## src/rtl/secuenciador_transacciones_rtc.sv

```systemverilog
// Sequencer that turns write, read and periodic auto-read requests into
// multi-register RTC transactions for the pulse generator.
module secuenciador_transacciones_rtc #(
   parameter logic [7:0]  CICLO_MAX       = 8'd100,
   parameter logic [3:0]  NUM_REG         = 4'd9,
   parameter logic [23:0] PERIODO_LECTURA = 24'd10_000_000
) (
   input  logic       clk,
   input  logic       rst,
   input  logic       sol_escritura,
   input  logic       sol_lectura,
   input  logic       habilitar_auto,
   output logic [7:0] cuenta,
   output logic [1:0] funcion,
   output logic [3:0] indice_reg,
   output logic       ocupado,
   output logic       fin_transaccion
);

   typedef enum logic [1:0] {
      IDLE  = 2'd0,
      CICLO = 2'd1,
      FIN   = 2'd2
   } estado_t;

   localparam logic [1:0] F_IDLE = 2'b00;
   localparam logic [1:0] F_WR   = 2'b01;
   localparam logic [1:0] F_RD   = 2'b10;

   estado_t     estado_q;
   logic [7:0]  cuenta_q;
   logic [1:0]  funcion_q;
   logic [3:0]  indice_q;
   logic        ocupado_q;
   logic        fin_q;
   logic        pend_wr_q;
   logic        pend_rd_q;
   logic [23:0] timer_q;
   logic [23:0] timer_d;
   logic        auto_req;
   logic        rd_req;
   logic        wr_req;

   // Auto timer runs in every state; its expiry behaves like sol_lectura.
   always_comb begin
      timer_d  = timer_q;
      auto_req = 1'b0;
      if (!habilitar_auto) begin
         timer_d = '0;
      end else if (timer_q == PERIODO_LECTURA - 24'd1) begin
         timer_d  = '0;
         auto_req = 1'b1;
      end else begin
         timer_d = timer_q + 24'd1;
      end
   end

   assign rd_req = sol_lectura | auto_req;
   assign wr_req = sol_escritura;

   always_ff @(posedge clk or posedge rst) begin
      if (rst) begin
         estado_q  <= IDLE;
         cuenta_q  <= '0;
         funcion_q <= F_IDLE;
         indice_q  <= '0;
         ocupado_q <= 1'b0;
         fin_q     <= 1'b0;
         pend_wr_q <= 1'b0;
         pend_rd_q <= 1'b0;
         timer_q   <= '0;
      end else begin
         timer_q <= timer_d;
         case (estado_q)
            IDLE: begin
               fin_q <= 1'b0;
               if (wr_req | pend_wr_q) begin
                  estado_q  <= CICLO;
                  funcion_q <= F_WR;
                  cuenta_q  <= '0;
                  indice_q  <= '0;
                  ocupado_q <= 1'b1;
                  pend_wr_q <= 1'b0;
                  pend_rd_q <= pend_rd_q | rd_req;
               end else if (rd_req | pend_rd_q) begin
                  estado_q  <= CICLO;
                  funcion_q <= F_RD;
                  cuenta_q  <= '0;
                  indice_q  <= '0;
                  ocupado_q <= 1'b1;
                  pend_rd_q <= 1'b0;
               end else begin
                  ocupado_q <= 1'b0;
               end
            end
            CICLO: begin
               pend_wr_q <= pend_wr_q | wr_req;
               pend_rd_q <= pend_rd_q | rd_req;
               if (cuenta_q == CICLO_MAX) begin
                  cuenta_q <= '0;
                  if (indice_q == NUM_REG - 4'd1) begin
                     estado_q  <= FIN;
                     funcion_q <= F_IDLE;
                     indice_q  <= '0;
                     fin_q     <= 1'b1;
                  end else begin
                     indice_q <= indice_q + 4'd1;
                  end
               end else begin
                  cuenta_q <= cuenta_q + 8'd1;
               end
            end
            FIN: begin
               pend_wr_q <= pend_wr_q | wr_req;
               pend_rd_q <= pend_rd_q | rd_req;
               estado_q  <= IDLE;
               fin_q     <= 1'b0;
               ocupado_q <= 1'b0;
            end
            default: begin
               estado_q  <= IDLE;
               cuenta_q  <= '0;
               funcion_q <= F_IDLE;
               indice_q  <= '0;
               ocupado_q <= 1'b0;
               fin_q     <= 1'b0;
            end
         endcase
      end
   end

   assign cuenta          = cuenta_q;
   assign funcion         = funcion_q;
   assign indice_reg      = indice_q;
   assign ocupado         = ocupado_q;
   assign fin_transaccion = fin_q;

endmodule

```

## config.mk

```make
export PLATFORM = sky130hd
export DESIGN_NAME = secuenciador_transacciones_rtc
export DESIGN_NICKNAME = d
export VERILOG_FILES = /design/src/rtl/secuenciador_transacciones_rtc.sv
export SDC_FILE = /design/constraint.sdc
export NUM_CORES = 1
export LEC_CHECK = 0
export ABC_AREA = 1
export BUFFER_PORTS_ARGS = -buffer_cell sky130_fd_sc_hd__buf_2
export CORE_ASPECT_RATIO = 1.25
export CORE_UTILIZATION = 64
export CTS_CLUSTER_SIZE = 14
export DETAILED_ROUTE_END_ITERATION = 12
export GPL_TIMING_DRIVEN = 0
export PLACE_DENSITY_LB_ADDON = 0.25
export SYNTH_ARGS = -nofsm -noshare
export SYNTH_HDL_FRONTEND = slang
export SYNTH_SLANG_ARGS = --single-unit
```

## constraint.sdc

```tcl
create_clock -name clk -period 4.22 [get_ports clk]
set_input_delay 0.844 -clock clk [delete_from_list [all_inputs] [get_ports clk]]
set_output_delay 0.844 -clock clk [all_outputs]
set_load 0.02 [all_outputs]
```

* Yosys cells after proc, flatten, opt, wreduce, memory -nomap -nowiden
Index checks and enable logic that the tools add are counted.
** Storage, ports and cells
- Bits in registers :: 44
- Bits of input ports :: 5
- Output and inout port bits :: 16
- Logic and storage cells :: 69
** Operators by class
- Add/subtract/negate cells :: 3
- Equality and inequality tests :: 9
- Muxes and demuxes :: 34
- Bitwise gates (word level) :: 4
- Reductions and logical operators :: 10
** Operators with widths (number)
- two-way mux 24 bit :: 2
- adder 24 x 1 -> 24 bit, second input constant :: 1
- == test 24 bit, second input constant :: 1
- two-way mux 8 bit :: 3
- one-hot mux 8 bit (3 select lines) :: 1
- two-way mux 2 bit :: 8
- two-way mux 4 bit :: 4
- one-hot mux 4 bit (3 select lines) :: 1
- two-way mux 1 bit :: 10
- adder 8 x 1 -> 8 bit, second input constant :: 1
- == test 8 x 7 -> 1 bit, second input constant :: 1
- AND reduction 2 bit :: 4
- inequality test 2 bit, second input constant :: 3
- one-hot mux 1 bit (2 select lines) :: 3
- one-hot mux 2 bit (3 select lines) :: 1
- AND reduction 3 bit :: 2
- adder 4 x 1 -> 4 bit, second input constant :: 1
- == test 4 bit, second input constant :: 1
- one-hot mux 2 bit (2 select lines) :: 1
- AND reduction 4 bit :: 1
- inequality test 3 bit, second input constant :: 1
- OR 1 bit :: 3
- == test 2 x 1 -> 1 bit, second input constant :: 1
- == test 2 bit, second input constant :: 1
- 4 further kinds :: 4

* Depth between registers and ports, before layout
Gate-level depths: netlist of the first run.
- Depth in word-level cells :: 8
- Gate-level depth with buffers :: 10
- Mapped depth without buffers :: 10

* Least setup slack after synthesis of the first run
OpenSTA, ideal clock, no wires.
- Path kind :: input -> register
- Start point :: in sol_escritura
- End point :: reg cuenta_q[0] (netlist: cuenta[0])
- Setup time :: 74 ps
- Arrival time :: 1707 ps
- Data required time :: 4146 ps
- Slack :: 2439 ps
- Stages :: 8
- Path buffers :: 1
- Cells stage by stage :: nor2_1 > inv_1 > nor2_1 > nand3_2 > nand2_4 > buf_6 > nand2_2 > o21ai_2
** On the way
- Cells in the longest elaborated chain, start to end :: 3
- Elaborated cells on any way between the ends :: 5
- Classes of those cells :: eq/ne (1); mux (2); bitwise (1); reduce/logical (1)
** Ends and longest elaborated chain
- start: declaration :: RTL line 10 : input logic sol_escritura,
- OR 1 bit (*) :: RTL line 77 : if (wr_req | pend_wr_q) begin
- two-way mux 8 bit or inequality test 3 bit (tied branches)
- one-hot mux 8 bit (3 select lines) or AND reduction 2 bit (tied branches)
- end signal: assignment :: RTL line 110 : cuenta_q <= cuenta_q + 8'd1;
- end: declaration :: RTL line 31 : logic [7:0] cuenta_q;
Mark *: on every way between the ends. The rest lies on a longest branch, timed or not.
A chain may end at the register's enable or synchronous reset.

* Worst setup path after layout of the first run
- Start point :: reg timer_q[0]
- End point :: reg timer_q[11]
** On the way
- Cells in the longest elaborated chain, start to end :: 3
- Elaborated cells on any way between the ends :: 4
- Classes of those cells :: add/sub (1); eq/ne (1); mux (2)
** Ends and longest elaborated chain
- start: declaration :: RTL line 38 : logic [23:0] timer_q;
- start signal: assignment :: RTL line 73 : timer_q <= timer_d;
- adder 24 x 1 -> 24 bit or == test 24 bit (tied branches) :: RTL line 54, 50
- two-way mux 24 bit (*) :: RTL line 50 : end else if (timer_q == PERIODO_LECTURA - 24'd1) begin
- two-way mux 24 bit (*) :: RTL line 48 : if (!habilitar_auto) begin
- named net timer_d[11] :: RTL line 39 : logic [23:0] timer_d;
Mark *: on every way through the listed nets, which the timed path passes. The rest lies on a longest branch.

==> results.py, run 1 <==
metrics = {
    "status": {
        "status": "complete, no violations",
    },
    "sta": {
        "rsz0062_at_grt": "no",
        "fmax_mhz": 523,
        "min_period_over_period": 0.453,
        "skew_ns": 0.00386,
        "setup_viol": 0,
        "slew_headroom": 0.403,
        "finalHoldViolations": 0,
        "worst_pin_slew_ns": 0.894,
        "worst_slack_ns": 2.31,
        "post-route-min-period_ns": 1.91,
        "slew_violations": 0,
        "setup_tns_ns": 0,
    },
    "drt": {
        "drtAntennaViolNets": 0,
        "wirelength_um": 5420,
        "dr_total_vias": 2283,
        "firstDrtPassIters": 5,
        "wl_per_cell_um": 12.7,
        "drc": 0,
        "avgViaCountPerCell": 5.33,
        "drt_iter0_drc": 162,
    },
    "worst_setup_path": {
        "path_max_fanout": 7,
        "cp-start-kind": "flip-flop",
        "critical-path-top-delay-family": "simple AND/OR/NAND/NOR gates",
        "timing.rr.start": "timer_q[0]$_DFF_PP0_",
        "worstPathArrival_ns": 2.10,
        "end_kind": "flip-flop",
        "endpoint": "timer_q[11]$_DFF_PP0_",
        "worstSetupPathType": "reg -> reg",
        "crit_chain": "ha_1, nand3_2, nor2_2, nand3_1, nand2_1, inv_1, o21ai_0, a21oi_1",
        "cp_slowest_cell": "dfrtp_1",
        "crit_start": "timer_q[0]$_DFF_PP0_",
        "reg2reg_to": "timer_q[11]$_DFF_PP0_",
        "cp.required_ns": 4.40,
        "path_depth": 8,
        "reg2reg_slack_ns": 2.31,
        "cp_num_buf_inv": 1,
        "cpPeakStageDelay_ns": 0.44,
        "r2r_cells": 8,
    },
    "synthesis": {
        "syn-instance-count": 346,
        "ys_types": 32,
        "synth_common_cells": "68 x nand2_1, 49 x inv_1, 44 x dfrtp_1, 44 x nor2_1, 27 x nand3_1",
        "async_flop_share": 1.00,
        "synth_fa_ha_area_frac": 0.0375,
        "synth_area_leaders": "dfrtp_1 41%, nand2_1 9.6%, inv_1 6.9%",
        "yosys_warnings": 0,
        "yosysSeqAreaShare": 0.413,
        "synth-seq-cells": 44,
        "synth_area_um2": 2670,
        "synthMuxAreaShare": 0,
        "synth_most_common_cell": "nand2_1",
        "synthFlopType": "dfrtp_1",
        "syn_nets": 359,
        "avgSynthCellArea_um2": 7.71,
        "synth_compound_area_frac": 0.0797,
        "synth.top_cell.area_share": 0.413,
        "synth_edf_count": 0,
        "yosys.area_share.simple": 0.349,
        "yosysTopAreaCell": "dfrtp_1",
        "synth-xor-area-share": 0.0394,
        "synth_top_family_by_area": "simple AND/OR/NAND/NOR gates",
    },
    "grt": {
        "grt_util_all_layers": 0.279,
        "grt_pass1_vias": 2176,
        "grt_max_degree": 45,
        "grt_pass1_wl_um": 9210,
        "grt-ovfl-total": 0,
        "antenna_found_initial": 0,
    },
    "clock_network": {
        "clockRootBuffer": "clkbuf_8",
        "cts_max_level": 2,
        "cts_buffer_depth": 2,
        "cts_buffers": 5,
        "cts_resized": 0,
        "cts_sinks": 44,
        "worstSkewPairLatency_ns": 0.30,
        "ctsHoldBuffers": 0,
        "post_cts_buffers": 0,
        "cts_tree": "yes",
        "clk_pin_slew_ns": 0.08,
    },
    "power_and_ir_drop": {
        "p_int_mw": 0.561,
        "worst_ir_drop_vdd_v": 0.000215,
        "p_clk_frac": 0.382,
        "p_sw_frac": 0.227,
        "leakage_nw": 1.36,
        "power.density_nw_per_um2": 247,
        "p_seq_frac": 0.587,
        "p_comb_frac": 0.031,
        "switchingPower_mw": 0.164,
    },
    "floorplanning": {
        "die_y_um": 74.2,
        "top_level_ports": 21,
        "fp.dieArea_um2": 4430,
        "coreArea_um2": 3880,
        "start_util": 0.688,
        "die_w_um": 59.8,
        "fp-row-count": 25,
    },
    "cells_and_area": {
        "final_nets": 386,
        "drive_gt1_frac": 0.184,
        "stdcell_count": 428,
        "largest_reg_flops": 24,
        "fillers": 316,
        "diodes": 0,
        "syn_to_final_growth_pct": 9.94,
    },
    "placed_design": {
        "hpwl_um": 4090,
        "gp_congestion": 0.885,
        "dp_cells": 420,
        "dp_slack_ns": 2.19,
        "port-buffer-count": 20,
    },
    "hold_path": {
        "hold_class": "reg -> reg",
    },
    "run": {
        "cap_violations": 0,
    },
}
==> cell usage in the layout, fill, tap and decap left out, drive strengths merged <==
cell | Yosys | layout
a211oi | 1 | 1
a21oi | 7 | 7
buf | 1 | 21
clkbuf | 2 | 8
clkinvlp | 0 | 2
dfrtp | 44 | 44
ha | 8 | 8
inv | 53 | 53
nand2 | 77 | 77
nand3 | 29 | 29
nand3b | 2 | 2
nand4 | 12 | 12
nor2 | 52 | 52
nor3 | 14 | 14
nor3b | 2 | 2
nor4 | 2 | 2
o2111ai | 1 | 1
o211a | 1 | 1
o21ai | 22 | 22
o21bai | 1 | 1
or2 | 3 | 3
xnor2 | 2 | 2
xor2 | 10 | 10
==> through the flow <==
stage               cell area (um2)  hold WS (ns)  total power, mW  utilization
finish                         2930         0.481            0.725        0.756
detailed placement             2840         0.459            0.458        0.731
CTS                            2930         0.488            0.735        0.756
global route                   2930         0.511            0.757        0.756
global placement               2840         0.452            0.458        0.731
floorplan                      2670         0.454            0.450            -
==> area by class of cell <==
| cell class | count | area [um2] | share of cell area |
|---|---|---|---|
| Multi-Input combinational cell | 246 | 1350 | 0.460 |
| Sequential cell | 44 | 1100 | 0.375 |
| Inverter | 53 | 199 | 0.0678 |
| Timing Repair Buffer | 20 | 100 | 0.0341 |
| Clock buffer | 6 | 82.6 | 0.0281 |
| Tap cell | 54 | 67.6 | 0.0230 |
| Buffer | 3 | 18.8 | 0.00640 |
| Clock inverter | 2 | 15.0 | 0.00512 |
==> power by group through the flow <==
| stage | clock network [mW] | registers (mW) | logic, mW |
|---|---|---|---|
| floorplan | 0 | 0.434 | 0.0166 |
| global placement | 0 | 0.434 | 0.0233 |
| detailed placement | 0 | 0.434 | 0.0236 |
| CTS | 0.285 | 0.426 | 0.0238 |
| global route | 0.304 | 0.426 | 0.0272 |
| finish | 0.277 | 0.426 | 0.0228 |
==> layer usage <==
metal / wire, um / share of wire / track usage / vias up
li1: - / - / - / 1162
met1: 2280 / 0.42 / 0.320 / 1050
met2: 2760 / 0.51 / 0.474 / 54
met3: 191 / 0.035 / 0.0574 / 17
met4: 198 / 0.037 / 0.168 / 0
met5: 0 / 0 / 0 / -
==> kinds of logic (layout without fill, tap and decap cells) <==
kind of cell             after synthesis  count (layout)
buffers and inverters                 56              84
AO/OA/AOI/OAI                         33              33
AND/OR/NAND/NOR                      193             193
flip-flops                            44              44
XOR/XNOR                              12              12
adder cells (fa/ha/maj)                8               8
==> worst register-to-register path, cell delays in order, from the launching register on <==
cell,delay (ns)
dfrtp_1,0.44
ha_1,0.29
nand3_2,0.18
nor2_2,0.18
nand3_1,0.09
nand2_1,0.25
inv_1,0.19
o21ai_0,0.12
a21oi_1,0.06
==> how the worst min path moves through the flow <==
stage	start	endpoint	slack, ns	cells after the start
floorplan	pend_wr_q$_DFFE_PP0P_	pend_wr_q$_DFFE_PP0P_	0.45	2
global placement	funcion[0]$_DFFE_PP0P_	funcion[0]$_DFFE_PP0P_	0.45	2
detailed placement	ocupado$_DFFE_PP0N_	ocupado$_DFFE_PP0N_	0.46	2
CTS	ocupado$_DFFE_PP0N_	ocupado$_DFFE_PP0N_	0.49	2
global route	funcion[1]$_DFFE_PP0P_	funcion[1]$_DFFE_PP0P_	0.51	2
finish	funcion[0]$_DFFE_PP0P_	funcion[0]$_DFFE_PP0P_	0.48	2
Note: power is estimated with default switching activity, not from simulation.
==> run 2, diff against run 1 <==
--- a/config.mk
+++ b/config.mk
@@ -8,7 +8,7 @@
 export ABC_AREA = 1
 export BUFFER_PORTS_ARGS = -buffer_cell sky130_fd_sc_hd__buf_2
 export CORE_ASPECT_RATIO = 1.25
-export CORE_UTILIZATION = 64
+export CORE_UTILIZATION = 60
 export CTS_CLUSTER_SIZE = 14
 export DETAILED_ROUTE_END_ITERATION = 12
 export GPL_TIMING_DRIVEN = 0
==> constraint.sdc (replaced) <==
create_clock -name clk -period 1.95 [get_ports clk]
set_input_delay 0.39 -clock clk [delete_from_list [all_inputs] [get_ports clk]]
set_output_delay 0.39 -clock clk [all_outputs]
set_load 0.02 [all_outputs]
==> run 2 against run 1 <==
Net effect:
- register-to-register slack worse by 2.1 ns
- largest cell class unchanged
- non-clock buffer count is 1 higher
- combinational power up 150%
- flip-flop and latch count unchanged
- highest routed layer unchanged
==> results.py, run 2 (synthesis gave the netlist of run 1 again) <==
metrics = {
    "power_and_ir_drop": {
        "leakage_nw": 1.38,
        "power.density_nw_per_um2": 561,
        "total_power_mw": 1.68,
        "worst_ir_drop_vdd_v": 0.000591,
    },
    "sta": {
        "min_period_over_period": 0.910,
        "finalHoldViolations": 0,
        "post-route-min-period_ns": 1.78,
        "rsz0062_at_grt": "no",
        "setup_viol": 0,
        "slew_headroom": 0.641,
        "whs_ns": 0.0255,
        "slew_violations": 0,
        "skew_ns": 0.00806,
        "fmax_mhz": 563,
        "setup_tns_ns": 0,
        "worst_pin_slew_ns": 0.539,
    },
    "floorplanning": {
        "fp-row-count": 26,
        "coreArea_um2": 4160,
        "die_y_um": 76.6,
        "start_util": 0.641,
        "die_w_um": 61.7,
        "top_level_ports": 21,
        "fp.dieArea_um2": 4720,
    },
    "grt": {
        "antenna_found_initial": 0,
        "grt_pass1_vias": 2382,
        "grt-ovfl-total": 0,
        "grt_pass1_wl_um": 10100,
        "grt_max_degree": 32,
        "grt_util_all_layers": 0.288,
    },
    "clock_network": {
        "cts_max_level": 2,
        "cts_tree": "yes",
        "worstSkewPairLatency_ns": 0.30,
        "post_cts_buffers": 0,
        "cts_buffer_depth": 2,
        "clk_pin_slew_ns": 0.09,
        "cts_sinks": 44,
        "cts_buffers": 5,
        "cts_resized": 0,
        "clockRootBuffer": "clkbuf_8",
        "ctsHoldBuffers": 0,
    },
    "placed_design": {
        "gp_congestion": 0.907,
        "hpwl_um": 4470,
        "port-buffer-count": 20,
    },
    "drt": {
        "firstDrtPassIters": 4,
        "avgViaCountPerCell": 5.47,
        "drt_iter0_drc": 176,
        "dr_total_vias": 2358,
        "wirelength_um": 5860,
        "drc": 0,
        "drtAntennaViolNets": 0,
        "wl_per_cell_um": 13.6,
    },
    "cells_and_area": {
        "largest_reg_flops": 24,
        "fillers": 350,
        "mostFrequentLayoutCells": "67 x nand2_1, 48 x inv_1, 44 x nor2_1",
        "utilization": 0.719,
        "drive_gt1_frac": 0.195,
        "syn_to_final_growth_pct": 12.2,
        "final_nets": 387,
        "diodes": 0,
        "final_common_cell": "nand2_1",
    },
    "hold_path": {
        "hold_class": "in -> async",
    },
    "worst_setup_path": {
        "end_kind": "flip-flop",
        "worstPathArrival_ns": 1.97,
        "path_max_fanout": 10,
        "cp-start-kind": "flip-flop",
        "cp.required_ns": 2.15,
        "worstSetupPathType": "reg -> reg",
    },
    "status": {
        "status": "complete, no violations",
    },
    "run": {
        "cap_violations": 0,
    },
}
==> run 2: cell types whose count changed in the layout (fill, tap and decap cells not counted), sizes merged <==
cell	delta
clkinvlp	-1
buf	+1
bufinv	+1
clkinv	+1
clkbuf	-1
==> run 2: layout make-up <==
cell class                      instances  area, um2  area share
Multi-Input combinational cell        246       1370       0.458
Sequential cell                        44       1100       0.368
Inverter                               53        199      0.0664
Timing Repair Buffer                   21        120      0.0401
Tap cell                               56       70.1      0.0234
Clock buffer                            5       68.8      0.0230
Clock inverter                          3       42.5      0.0142
Buffer                                  3       18.8     0.00627
==> run 2: metrics by stage <==
step | cells | setup slack, ns | cell area, um2
2_1_floorplan | 346 | 0.348 | 2670
3_3_place_gp | 422 | -0.0406 | 2840
3_5_place_dp | 423 | 0.0494 | 2860
4_1_cts | 431 | 0.0310 | 2970
5_1_grt | 431 | 0.0440 | 2990
6_report | 431 | 0.175 | 2990
==> run 2: worst paths after layout <==
kind | slack (ns) | cells after the start | startpoint | to
min | 0.03 | 2 | rst | timer_q[20]$_DFF_PP0_
max | 0.17 | 9 | timer_q[0]$_DFF_PP0_ | cuenta[7]$_DFFE_PP0P_
max in group asynchronous | 1.47 | 3 | rst | cuenta[6]$_DFFE_PP0P_
min reg2reg | 0.48 | 2 | funcion[1]$_DFFE_PP0P_ | funcion[1]$_DFFE_PP0P_
max reg2reg | 0.17 | 9 | timer_q[0]$_DFF_PP0_ | cuenta[7]$_DFFE_PP0P_
min in group clk | 0.37 | 3 | habilitar_auto | timer_q[6]$_DFF_PP0_
==> run 2: power breakdown <==
| group | switching (mW) | leakage [nW] | internal, mW |
|---|---|---|---|
| sequential | 0.00612 | 0.575 | 0.917 |
| combinational | 0.0406 | 0.749 | 0.0159 |
| clock | 0.321 | 0.0541 | 0.379 |
| total | 0.368 | 1.38 | 1.31 |
==> run 2: routing by layer <==
| metal | global-route usage | wire [um] | vias up |
|---|---|---|---|
| met1 | 0.313 | 2220 | 1116 |
| met4 | 0.136 | 184 | 0 |
| met5 | 0 | 0 | - |
| met3 | 0.0560 | 208 | 21 |
| li1 | - | - | 1157 |
| met2 | 0.508 | 3240 | 64 |
==> run 2: worst max-delay path, cell delays in order, from the launching register on <==
cell and delay [ns]:
dfrtp_2 0.42, ha_2 0.26, nand3_4 0.14, nor2_4 0.15
nand4_2 0.16, nand3_2 0.16, nand2_4 0.10, buf_6 0.17
nand2_2 0.06, o21ai_2 0.05
